**src/rtl/board_writer.sv**
```systemverilog
// Write side of the 16x16 five-in-a-row board: validates and commits stones, sequences the checker chain,
// and tracks turn/moves/winner. Optional single-level undo is enabled with `define BOARD_WRITER_UNDO_EN.
module board_writer #(
    parameter logic [1:0] FIRST_PLAYER = 2'b01,
    parameter int         MAX_MOVES    = 256
) (
    input  logic         clk,
    input  logic         reset,
    input  logic         place_req,
    input  logic [7:0]   pointer,
    input  logic [1:0]   chess,
    input  logic         clear_req,
`ifdef BOARD_WRITER_UNDO_EN
    input  logic         undo_req,
`endif
    input  logic         chk_success,
    input  logic         chk_fail,
    output logic [511:0] board,
    output logic         chk_reset,
    output logic         chk_active,
    output logic [7:0]   chk_pointer,
    output logic [1:0]   chk_chess,
    output logic         accepted,
    output logic         rejected,
    output logic         done,
    output logic         busy,
    output logic [1:0]   turn,
    output logic         game_over,
    output logic [1:0]   winner
);

    typedef enum logic [2:0] {
        S_IDLE,
        S_CLEAR,
        S_ARM,
        S_CHECK,
        S_OVER
    } state_t;

    localparam logic [8:0] MAX_CNT = 9'(MAX_MOVES);

    state_t       r_state;
    logic [511:0] r_board;
    logic [3:0]   r_row;
    logic [8:0]   r_move_count;
    logic [1:0]   r_turn;
    logic [1:0]   r_winner;
    logic         r_game_over;
    logic         r_busy;
    logic         r_chk_reset;
    logic         r_chk_active;
    logic [7:0]   r_chk_pointer;
    logic [1:0]   r_chk_chess;
    logic         r_accepted;
    logic         r_rejected;
    logic         r_done;
`ifdef BOARD_WRITER_UNDO_EN
    logic [7:0]   r_last_ptr;
    logic         r_undo_valid;
`endif

    logic [1:0]   w_cell;
    logic         w_code_ok;
    logic         w_legal;
    logic [1:0]   w_turn_next;

    // A placement is legal only for a real stone, of the side to move, onto an empty cell.
    assign w_cell      = r_board[{pointer, 1'b0} +: 2];
    assign w_code_ok   = (chess == 2'b01) || (chess == 2'b10);
    assign w_legal     = w_code_ok && (chess == r_turn) && (w_cell == 2'b00);
    assign w_turn_next = (r_turn == 2'b01) ? 2'b10 : 2'b01;

    always_ff @(posedge clk) begin
        if (!reset) begin
            r_state       <= S_IDLE;
            r_board       <= '0;
            r_row         <= '0;
            r_move_count  <= '0;
            r_turn        <= FIRST_PLAYER;
            r_winner      <= 2'b00;
            r_game_over   <= 1'b0;
            r_busy        <= 1'b0;
            r_chk_reset   <= 1'b0;
            r_chk_active  <= 1'b0;
            r_chk_pointer <= '0;
            r_chk_chess   <= 2'b00;
            r_accepted    <= 1'b0;
            r_rejected    <= 1'b0;
            r_done        <= 1'b0;
`ifdef BOARD_WRITER_UNDO_EN
            r_last_ptr    <= '0;
            r_undo_valid  <= 1'b0;
`endif
        end else begin
            r_accepted <= 1'b0;
            r_rejected <= 1'b0;
            r_done     <= 1'b0;

            case (r_state)
                S_IDLE: begin
                    if (clear_req) begin
                        r_row   <= '0;
                        r_busy  <= 1'b1;
                        r_state <= S_CLEAR;
                    end else if (place_req) begin
                        if (w_legal) begin
                            r_board[{pointer, 1'b0} +: 2] <= chess;
                            r_chk_pointer <= pointer;
                            r_chk_chess   <= chess;
                            r_move_count  <= r_move_count + 9'd1;
                            r_accepted    <= 1'b1;
                            r_chk_reset   <= 1'b1;
                            r_chk_active  <= 1'b0;
                            r_busy        <= 1'b1;
                            r_state       <= S_ARM;
`ifdef BOARD_WRITER_UNDO_EN
                            r_last_ptr    <= pointer;
                            r_undo_valid  <= 1'b1;
`endif
                        end else begin
                            r_rejected <= 1'b1;
                        end
`ifdef BOARD_WRITER_UNDO_EN
                    end else if (undo_req) begin
                        if (r_undo_valid && (r_move_count != 9'd0)) begin
                            r_board[{r_last_ptr, 1'b0} +: 2] <= 2'b00;
                            r_move_count <= r_move_count - 9'd1;
                            r_turn       <= w_turn_next;
                            r_undo_valid <= 1'b0;
                            r_accepted   <= 1'b1;
                        end else begin
                            r_rejected <= 1'b1;
                        end
`endif
                    end
                end

                S_ARM: begin
                    r_chk_reset  <= 1'b0;
                    r_chk_active <= 1'b1;
                    r_state      <= S_CHECK;
                end

                // Success outranks fail when both arrive in the same cycle.
                S_CHECK: begin
                    if (chk_success) begin
                        r_winner     <= r_chk_chess;
                        r_chk_active <= 1'b0;
                        r_done       <= 1'b1;
                        r_busy       <= 1'b0;
                        r_game_over  <= 1'b1;
                        r_state      <= S_OVER;
                    end else if (chk_fail) begin
                        r_chk_active <= 1'b0;
                        r_done       <= 1'b1;
                        r_busy       <= 1'b0;
                        if (r_move_count == MAX_CNT) begin
                            r_winner    <= 2'b00;
                            r_game_over <= 1'b1;
                            r_state     <= S_OVER;
                        end else begin
                            r_turn  <= w_turn_next;
                            r_state <= S_IDLE;
                        end
                    end
                end

                // One 32-bit row per cycle; the exit is taken on row 15 so the counter never wraps.
                S_CLEAR: begin
                    r_board[{r_row, 5'b00000} +: 32] <= '0;
                    if (r_row == 4'd15) begin
                        r_turn       <= FIRST_PLAYER;
                        r_move_count <= '0;
                        r_winner     <= 2'b00;
                        r_busy       <= 1'b0;
                        r_state      <= S_IDLE;
                    end else begin
                        r_row <= r_row + 4'd1;
                    end
                end

                S_OVER: begin
                    if (clear_req) begin
                        r_row       <= '0;
                        r_busy      <= 1'b1;
                        r_game_over <= 1'b0;
                        r_state     <= S_CLEAR;
                    end else if (place_req) begin
                        r_rejected <= 1'b1;
`ifdef BOARD_WRITER_UNDO_EN
                    end else if (undo_req) begin
                        r_rejected <= 1'b1;
`endif
                    end
                end

                default: begin
                    r_state <= S_IDLE;
                end
            endcase
        end
    end

    assign board       = r_board;
    assign chk_reset   = r_chk_reset;
    assign chk_active  = r_chk_active;
    assign chk_pointer = r_chk_pointer;
    assign chk_chess   = r_chk_chess;
    assign accepted    = r_accepted;
    assign rejected    = r_rejected;
    assign done        = r_done;
    assign busy        = r_busy;
    assign turn        = r_turn;
    assign game_over   = r_game_over;
    assign winner      = r_winner;

endmodule

```
**config.mk**
```make
export PLATFORM = sky130hd
export DESIGN_NAME = board_writer
export DESIGN_NICKNAME = d
export VERILOG_FILES = /design/src/rtl/board_writer.sv
export SDC_FILE = /design/constraint.sdc
export NUM_CORES = 2
export LEC_CHECK = 0
export BUFFER_PORTS_ARGS = -buffer_cell sky130_fd_sc_hd__buf_4
export CORE_MARGIN = 2
export CORE_UTILIZATION = 45
export CTS_BUF_LIST = sky130_fd_sc_hd__clkbuf_8 sky130_fd_sc_hd__clkbuf_16
export CTS_CLUSTER_DIAMETER = 40
export DETAILED_ROUTE_END_ITERATION = 10
export GPL_TIMING_DRIVEN = 1
export MAX_ROUTING_LAYER = met4
export PLACE_DENSITY_LB_ADDON = 0.05
export SLEW_MARGIN = 5
export SYNTH_ARGS = -nofsm -noshare
export SYNTH_HDL_FRONTEND = slang
export SYNTH_SLANG_ARGS = --single-unit
```
**constraint.sdc**
```tcl
create_clock -name clk -period 3.7 [get_ports clk]
set_clock_uncertainty 0.15 [all_clocks]
set_input_delay 0.185 -clock clk [delete_from_list [all_inputs] [get_ports clk]]
set_output_delay 0.185 -clock clk [all_outputs]
set_load 0.05 [all_outputs]
```
==> results.yml <==
synth:
  ys_async_sr_fraction: 0
  yosys-top-cells-area: "dfxtp_1 43%, a22o_1 7.9%, nor2_1 4.6%"
  synthFlopType: "dfxtp_1"
  avgSynthCellArea_um2: 8.658
  syn_nets: 2965
  synth_cells: 2938
  synth_seq_cells: 549
  synth_top_area_frac: 0.4320
  synth_area_um2: 25440
  synth_top_area_cell: "dfxtp_1"
  ys_seq_area_frac: 0.4320
  synth_edf_count: 0
  yosys_warnings: 0
  synth_cell_types: 79
floorplanning:
  row_count: 87
  fp.dieH_um: 241.8
  io_pins: 549
  die_x_um: 241.8
  dieArea_um2: 58450
  core_um2: 56170
  start_util: 0.4529
sta:
  fin_crit_ns: 3.791
  rsz0062_at_grt: "true"
  tightestPinTransition_ns: 1.466
  finalSetupViolCount: 138
  hold_viol_final: 0
  timing.final.ws_setup_ns: -0.09130
  max_freq_mhz: 263.8
  drv_slew: 0
  slew_headroom: 0.02245
  final.period_utilization: 1.025
pwr:
  p_per_area_nw_per_um2: 425.4
  p_leak_nw: 15.58
  ir_drop_uv: 455.5
final_layout:
  area_growth_pct: 47.91
  utilization: 0.6699
  final_cells: 4734
  fill_cells: 4552
  drive_above_1_share: 0.3408
  final_nets: 3929
detailed_routing:
  drt_iter0_markers: 5560
  num_vias: 33750
  drt-total-wl_mm: 166.1
  via_per_inst: 7.129
  drc_errors: 0
  firstDrtPassIters: 8
  ant_nets: 0
  routedWlPerCell_um: 35.08
grt:
  grt_pass1_vias: 31560
  antenna_found_initial: 7
  grt_pass1_wl_mm: 228.7
  grt_usage: 0.5538
  grt-ovfl-total: 0
  grt_max_degree: 73
worst_hold_path:
  hp-start: "pointer[2]"
  hold_path_end: "chk_pointer[2]$_SDFFE_PN0P_"
  hp-class: "in2reg"
  hold_depth: 4
run_status:
  violations: "negative setup slack"
  status: "finished, violations left"
clock_tree:
  clock-sinks: 549
  cts_tree: "done"
  clk_pin_slew_ns: 0.06
  cts_buffers: 80
  htreeDepth: 3
  cts_root_buffer: "clkbuf_16"
  cts_buffer_depth: 3
  clkLatencyLatePin_ns: 0.65
worst_setup_path:
  reg2reg_to: "board[93]$_SDFFE_PN0P_"
  ff2ff_path_depth: 14
  crit_type: "reg2reg"
  end_kind: "flop"
  required_ns: 4.15
  rrSetupSlack_ns: -0.09
  arrival_ns: 4.24
  cp_max_fo: 20
  r2r_start: "turn[1]$_SDFFE_PN0P_"
  crit_path_start_kind: "flop"
job:
  max-cap-violations: 0
place:
  hpwl_mm: 126.7
  place_inst: 4554
  io_buffers: 548
  place_congestion: 1.139
==> critical path: stages, from the launching register on <==
cell	delay, ns
dfxtp_1	0.41
nor4bb_1	0.36
o21ai_0	0.15
buf_4	0.20
nor2_1	0.13
buf_4	0.12
o2111ai_1	0.11
a31oi_1	0.20
nor2_2	0.11
buf_4	0.16
a2111o_2	0.55
bufbuf_16	0.35
nor3_1	0.35
buf_4	0.24
a21o_1	0.12
==> layout by cell type, fill, tap and decap left out, types with 93 or more instances in the layout <==
cell     count
a21oi_1     93
a22o_1     229
a31oi_1     95
a32o_1     105
buf_4     1038
dfxtp_1    548
nand2_1    277
nor2_1     302
nor3_1     156
o21ai_0    148
==> cell families (layout without fill, tap and decap cells) <==
group / after synthesis / count (layout) / synth area share
simple gates: 1024 / 1024 / 0.1862
fa+ha+maj: 11 / 11 / 0.005410
flops: 549 / 549 / 0.4320
other cells: 0 / 11 / 0
xor+xnor: 15 / 15 / 0.005165
buf+inv: 252 / 1281 / 0.04466
compound gates: 1051 / 1051 / 0.3117
mux: 36 / 36 / 0.01480
==> stage by stage <==
| step | power (mW) | TNS (ns) | cell area (um^2) | hold WS [ns] | worst slack, ns |
|---|---|---|---|---|---|
| finish | 16.01 | -2.991 | 37620 | 0.09657 | -0.09130 |
| floorplan | 6.943 | 0 | 25440 | 0.1633 | 0.4435 |
| global route | 16.22 | -15.36 | 37620 | 0.09174 | -0.1391 |
| global placement | 7.969 | -231.89 | 34060 | 0.3191 | -0.7091 |
| detailed placement | 7.991 | -215.64 | 34060 | 0.3191 | -0.6945 |
| CTS | 15.74 | -0.001532 | 37320 | 0.04420 | -0.001532 |
==> metal layers <==
| metal | track usage | share of wire | vias to the layer above |
|---|---|---|---|
| met2 | 0.7623 | 0.40 | 3501 |
| met4 | 0.3125 | 0.074 | 0 |
| met5 | - | 0 | - |
| met1 | 0.6729 | 0.36 | 16110 |
| li1 | - | - | 13280 |
| met3 | 0.2387 | 0.17 | 859 |
==> sequential cells by signal (all words and copies together), names as in the netlist, 2 cells and up <==
name	count
board	512
r_state	3
winner	2
chk_chess	2
r_move_count	9
turn	2
r_row	4
chk_pointer	8
==> cell usage after synthesis, types with 6 or more instances <==
cell type,instances
a211oi_1,39
a21o_1,7
a21oi_1,94
a22o_1,229
a2bb2o_1,15
a31o_2,15
a31oi_1,95
a32o_1,105
a41oi_1,19
and2_1,14
and3_1,16
buf_1,6
buf_2,76
buf_6,10
clkbuf_1,129
dfxtp_1,549
ha_1,11
inv_1,25
mux2i_1,32
nand2_1,278
nand2b_1,15
nand3_1,62
nand4_1,52
nor2_1,315
nor2b_1,6
nor3_1,174
nor3_2,11
nor4_1,25
o211ai_1,15
o21ai_0,151
o21bai_1,8
o22ai_1,84
o2bb2ai_1,88
o311ai_0,12
o311ai_1,6
o31ai_1,10
o32ai_1,9
or2_2,9
or3_1,18
xnor2_1,6
xor2_1,9
==> power breakdown <==
part	switching, mW	internal [mW]
clock network	3.14	4.75
registers	0.0178	5.93
logic	1.54	0.629
==> how the worst max path moves through the flow <==
stage / startpoint / end / slack, ns / cells after the start
4_1_cts: board[49]$_SDFFE_PN0P_ / board[50]$_SDFFE_PN0P_ / -0.002 / 17
2_1_floorplan: board[108]$_SDFFE_PN0P_ / board[251]$_SDFFE_PN0P_ / 0.44 / 12
6_report: turn[1]$_SDFFE_PN0P_ / board[93]$_SDFFE_PN0P_ / -0.09 / 14
5_1_grt: turn[1]$_SDFFE_PN0P_ / board[247]$_SDFFE_PN0P_ / -0.14 / 14
3_5_place_dp: pointer[0] / board[12]$_SDFFE_PN0P_ / -0.69 / 17
3_3_place_gp: pointer[0] / board[36]$_SDFFE_PN0P_ / -0.71 / 15
==> timing repair <==
action                     CTS  global route
gates cloned                 3             2
hold buffers                13             0
pin swaps                    4            17
setup endpoints to repair  442           456
gates resized for setup     45            55
setup buffers                6             1
hold endpoints to repair    26             0
==> cell type report <==
type                            count  area [um^2]  share of cell area
Antenna cell                       11        27.53           0.0007316
Sequential cell                   549        10990              0.2921
Tap cell                          756        945.9             0.02514
Clock inverter                     57        580.6             0.01543
Timing Repair Buffer             1109         9036              0.2402
Clock buffer                       90         2185             0.05806
Multi-Input combinational cell   2137        13760              0.3658
Inverter                           25        93.84            0.002494
No activity file was read; power rests on OpenSTA's default activity.
